[config.mk]
export PLATFORM = sky130hd
export DESIGN_NAME = gpio_in_debounce
export DESIGN_NICKNAME = d
export VERILOG_FILES = /design/src/rtl/gpio_in_debounce.sv
export SDC_FILE = /design/constraint.sdc
export NUM_CORES = 1
export LEC_CHECK = 0
export ABC_AREA = 0
export CAP_MARGIN = 10
export CORE_MARGIN = 4
export CORE_UTILIZATION = 60
export CTS_BUF_LIST = sky130_fd_sc_hd__clkbuf_8
export DETAILED_ROUTE_END_ITERATION = 10
export GPL_TIMING_DRIVEN = 0
export HOLD_SLACK_MARGIN = 0.02
export PLACE_DENSITY = 0.8
export REMOVE_ABC_BUFFERS = 1
export SETUP_SLACK_MARGIN = 0.2
export SKIP_CTS_REPAIR_TIMING = 1
export SLEW_MARGIN = 20
export SYNTH_ARGS = -nofsm -noshare
export SYNTH_HDL_FRONTEND = slang
export SYNTH_SLANG_ARGS = --single-unit
[constraint.sdc]
create_clock -name clk -period 6.75 [get_ports clk]
set_input_delay 0.675 -clock clk [delete_from_list [all_inputs] [get_ports clk]]
set_output_delay 0.675 -clock clk [all_outputs]
set_load 0.02 [all_outputs]
[src/rtl/gpio_in_debounce.sv]
// GPIO input conditioner: 2-flop synchroniser, per-bit tick-based debounce,
// sticky edge status and a small Avalon-MM register file (period/bypass/status).
module gpio_in_debounce #(
    parameter int unsigned WIDTH          = 32,
    parameter int unsigned CNT_W          = 8,
    parameter int unsigned PRESC          = 50000,
    parameter int unsigned DEFAULT_PERIOD = 10
) (
    input  logic              clk,
    input  logic              reset_n,
    input  logic              avs_write,
    input  logic [4:0]        avs_address,
    input  logic [31:0]       avs_writedata,
    output logic [31:0]       avs_readdata,
    input  logic [WIDTH-1:0]  raw_i,
    output logic [WIDTH-1:0]  pio_o,
    output logic              edge_o
);

    localparam int unsigned PRESC_W = (PRESC > 1) ? $clog2(PRESC) : 1;

    localparam logic [4:0] ADDR_STABLE = 5'd0;
    localparam logic [4:0] ADDR_PERIOD = 5'd4;
    localparam logic [4:0] ADDR_BYPASS = 5'd8;
    localparam logic [4:0] ADDR_STATUS = 5'd12;

    logic [WIDTH-1:0]   s1_q, s2_q;
    logic [WIDTH-1:0]   stable_q, stable_d;
    logic [WIDTH-1:0]   bypass_q, bypass_d;
    logic [WIDTH-1:0]   status_q, status_d;
    logic [WIDTH-1:0]   chg;
    logic [CNT_W-1:0]   period_q, period_d;
    logic [CNT_W-1:0]   cnt_q [WIDTH];
    logic [CNT_W-1:0]   cnt_d [WIDTH];
    logic [PRESC_W-1:0] presc_q, presc_d;
    logic               tick;
    logic               edge_q, edge_d;
    logic               debounce_off;

    assign tick         = (presc_q == PRESC_W'(PRESC - 1));
    assign debounce_off = (period_q == '0);

    // Free-running tick prescaler
    always_comb begin
        presc_d = tick ? '0 : presc_q + PRESC_W'(1);
    end

    // Per-bit debounce: commit after `period` consecutive mismatching ticks
    always_comb begin
        stable_d = stable_q;
        for (int i = 0; i < int'(WIDTH); i++) begin
            cnt_d[i] = cnt_q[i];
            if (bypass_q[i] || debounce_off) begin
                stable_d[i] = s2_q[i];
                cnt_d[i]    = '0;
            end else if (s2_q[i] == stable_q[i]) begin
                cnt_d[i] = '0;
            end else if (tick) begin
                // period_q is non-zero here; >= also covers a shrunk period
                if (cnt_q[i] >= period_q - CNT_W'(1)) begin
                    stable_d[i] = s2_q[i];
                    cnt_d[i]    = '0;
                end else begin
                    cnt_d[i] = cnt_q[i] + CNT_W'(1);
                end
            end
        end
    end

    // Edge detect and register writes; a set beats a same-cycle clear
    always_comb begin
        chg      = stable_d ^ stable_q;
        edge_d   = |chg;
        period_d = period_q;
        bypass_d = bypass_q;
        status_d = status_q;
        if (avs_write) begin
            case (avs_address)
                ADDR_PERIOD: period_d = avs_writedata[CNT_W-1:0];
                ADDR_BYPASS: bypass_d = avs_writedata[WIDTH-1:0];
                ADDR_STATUS: status_d = status_q & ~avs_writedata[WIDTH-1:0];
                default:     ;
            endcase
        end
        status_d = status_d | chg;
    end

    always_ff @(posedge clk or negedge reset_n) begin
        if (!reset_n) begin
            s1_q     <= '0;
            s2_q     <= '0;
            stable_q <= '0;
            bypass_q <= '0;
            status_q <= '0;
            period_q <= CNT_W'(DEFAULT_PERIOD);
            presc_q  <= '0;
            edge_q   <= 1'b0;
            for (int i = 0; i < int'(WIDTH); i++) cnt_q[i] <= '0;
        end else begin
            s1_q     <= raw_i;
            s2_q     <= s1_q;
            stable_q <= stable_d;
            bypass_q <= bypass_d;
            status_q <= status_d;
            period_q <= period_d;
            presc_q  <= presc_d;
            edge_q   <= edge_d;
            for (int i = 0; i < int'(WIDTH); i++) cnt_q[i] <= cnt_d[i];
        end
    end

    // Combinational read mux
    always_comb begin
        avs_readdata = '0;
        case (avs_address)
            ADDR_STABLE: avs_readdata = 32'(stable_q);
            ADDR_PERIOD: avs_readdata = 32'(period_q);
            ADDR_BYPASS: avs_readdata = 32'(bypass_q);
            ADDR_STATUS: avs_readdata = 32'(status_q);
            default:     avs_readdata = '0;
        endcase
    end

    assign pio_o  = stable_q;
    assign edge_o = edge_q;

endmodule

==> metrics <==
status=finished, final reports clean; io pins=137; register area share after synthesis=43.5%; Synth Area per Inst=9.36 sq um; vias in the first global route=21300; crit end category=register; fin crit share=83.0%; initial antenna violation count=1; RePlAce Congestion=0.833; Max Cap Viol=0; ys flop type=dfrtp_1; die area=45700 sq um; largest net degree at the start of global routing=89; Worst-Margin Slew=1.19 ns; I/O Buffers=136; Final Cell Area=29500 sq um; min cycle time layout=5.60 ns; clk root buf=clkbuf_8; fmax=179 MHz; Crit Path Max Fanout=25; Clk pin slew, worst setup/hold paths=0.06 ns; worst reg2reg path depth=17; critical path startpoint category=register; Routed Antenna Nets=0; setup_tns=0 ns; Die Y=214 um; Worst-Skew Late Latency=0.63 ns; placed cell area=27900 sq um; P per Cell Area=273 nW/um^2; total gr overflow=0; row count=75; first-pass GRT wire length=107 mm; Post-synth ARST share=100%; static leakage=13.4 nW; final setup vio count=0; Starting Density=60.7%; final wirelength=66.5 mm; DR vias/cell=6.22; CTS tree=done; Finished Layout Cells=3491; H-tree depth=3; Slew HR=20.7%; EDFF count, synth=0; most frequent cells in the layout=dfrtp_1 (439), o21ai_0 (398), nand2_1 (337); Fill cells=3050; die width=214 um; worst hold path type=reg -> reg; drt first pass iters=6; hold path depth=0; Area Growth Syn to Fin=16.1%; Yosys top cell area share=43.3%; Crit Path Category=reg -> reg; Cell variety after synth=55; # DRC=0; Gate Count Post-Synth=2711; GRT Util Overall=28.9%; layout cell share with drive strength beyond 1=10.2%; Final Hold Vio Count=0; Final HPWL DP=45.8 mm; CTS sink cnt=441; largest area contributor in the netlist=dfrtp_1; Seq cells post-synth=441; RSZ-0062 raised after global routing=no; final clock skew=0.0278 ns; CP Data Arrival Time=6.06 ns; Via Count=21700; Clock Path Buffers=3; core area=41900 sq um; Slew Viols, Final=0; Worst Path Required=7.21 ns; most common cell after layout, fill and taps aside=dfrtp_1; total number of yosys warnings=0; Max VDD drop=0.000161 V; nets@finish=3156; TritonCTS Buffers=76; synthesized area=25400 sq um; Inst Count DP=3349; main area contributors after synthesis=dfrtp_1 (43%), ha_1 (9.6%), o21ai_0 (7.8%), nand2_1 (5.0%), mux2_2 (3.2%); average wire per standard cell=19.1 um; drt first-iter violations=1652
## critical path, cell delays in order, from the launching register on
cell	delay, ns
dfrtp_1	0.48
inv_2	0.20
buf_12	0.23
ha_1	0.27
xnor2_2	0.43
buf_6	0.26
buf_6	0.20
ha_1	0.27
a21o_1	0.16
a31oi_1	0.13
o21ai_0	0.11
maj3_1	0.40
o211a_1	0.17
a2111oi_4	0.38
a21oi_1	0.15
or4_1	0.61
nor4_1	0.81
nand3_1	0.16
## metal layers
metal	GRT usage, %	vias to the layer above	part of all wire [%]
met5	0	-	0
met2	47.6	760	48
met3	5.00	155	6.7
met1	38.6	10700	42
li1	-	10100	-
met4	11.5	0	3.3
## logic make-up after synthesis
group / after synthesis / synth area share [%]
buffers and inverters: 158 / 2.52
AO/OA/AOI/OAI: 706 / 16.4
flip-flops: 441 / 43.5
XOR/XNOR: 115 / 3.97
AND/OR/NAND/NOR: 958 / 18.1
multiplexers: 72 / 3.19
adder cells (fa/ha/maj): 261 / 12.3
## path summary, 6_finish.rpt
kind                               to  slack (ns)   startpoint
setup / recovery               edge_o        1.15  period_q[0]
hold / removal               s2_q[14]        0.35     s1_q[14]
setup reg to reg               edge_o        1.15  period_q[0]
hold reg to reg              s2_q[14]        0.35     s1_q[14]
max in group asynchronous  cnt_q[154]        4.98      reset_n
min in group asynchronous   cnt_q[43]        0.55      reset_n
## sequential cells by signal, summed over array words and instances (netlist names)
| signal | flops |
|---|---|
| bypass_q | 32 |
| cnt_q | 256 |
| edge_o | 1 |
| period_q | 8 |
| pio_o | 32 |
| presc_q | 16 |
| s1_q | 32 |
| s2_q | 32 |
| status_q | 32 |
## final cells by class
| class | instances | area (sq um) | area share [%] |
|---|---|---|---|
| Timing Repair Buffer | 190 | 2080 | 7.04 |
| Inverter | 68 | 255 | 0.866 |
| Clock buffer | 103 | 1420 | 4.81 |
| Antenna cell | 1 | 2.50 | 0.00849 |
| Multi-Input combinational cell | 2112 | 13800 | 46.9 |
| Tap cell | 539 | 674 | 2.29 |
| Sequential cell | 441 | 11000 | 37.4 |
| Clock inverter | 37 | 199 | 0.675 |
## per-stage QoR
stage / util, % / hold slack, ns / total power (W) / setup slack, ns
2_1_floorplan: - / 0.331 / 0.00433 / -0.367
3_3_place_gp: 64.6 / 0.334 / 0.00522 / -14.40
3_5_place_dp: 66.6 / 0.336 / 0.00551 / 1.30
4_1_cts: 70.4 / -0.0600 / 0.00806 / 1.25
5_1_grt: 70.4 / 0.349 / 0.00843 / 1.10
6_report: 70.4 / 0.348 / 0.00804 / 1.15
## synth_stat cells (2+ instances only)
cell type,instances
or3_1,5
buf_2,17
nor4_1,15
buf_1,9
nand4_1,5
maj3_2,15
nand3_1,115
maj3_1,51
nand3b_1,2
clkbuf_1,60
or2_2,12
inv_1,68
a221oi_1,23
nor2_1,180
and3_1,93
o21ai_0,398
nand2_1,337
a21oi_1,57
nor2b_1,5
buf_6,3
ha_1,195
nor4b_2,2
a21o_1,48
or4_1,27
xor2_1,74
o31ai_1,34
o41ai_1,5
nand2b_1,114
a22oi_1,22
or4_4,5
o22ai_1,2
o211ai_1,12
dfrtp_1,439
o21bai_1,3
mux2_2,72
o21ai_1,23
dfstp_2,2
nor3_1,35
a22o_1,24
nor4b_1,4
a31oi_1,31
a211oi_1,15
xnor2_1,41
## power breakdown
group	internal (W)	switching [W]	total, W
Clock	0.00140	0.00113	0.00253
Combinational	0.000953	0.00152	0.00247
Sequential	0.00282	0.000221	0.00304
Note: power is estimated with default switching activity, not from simulation.
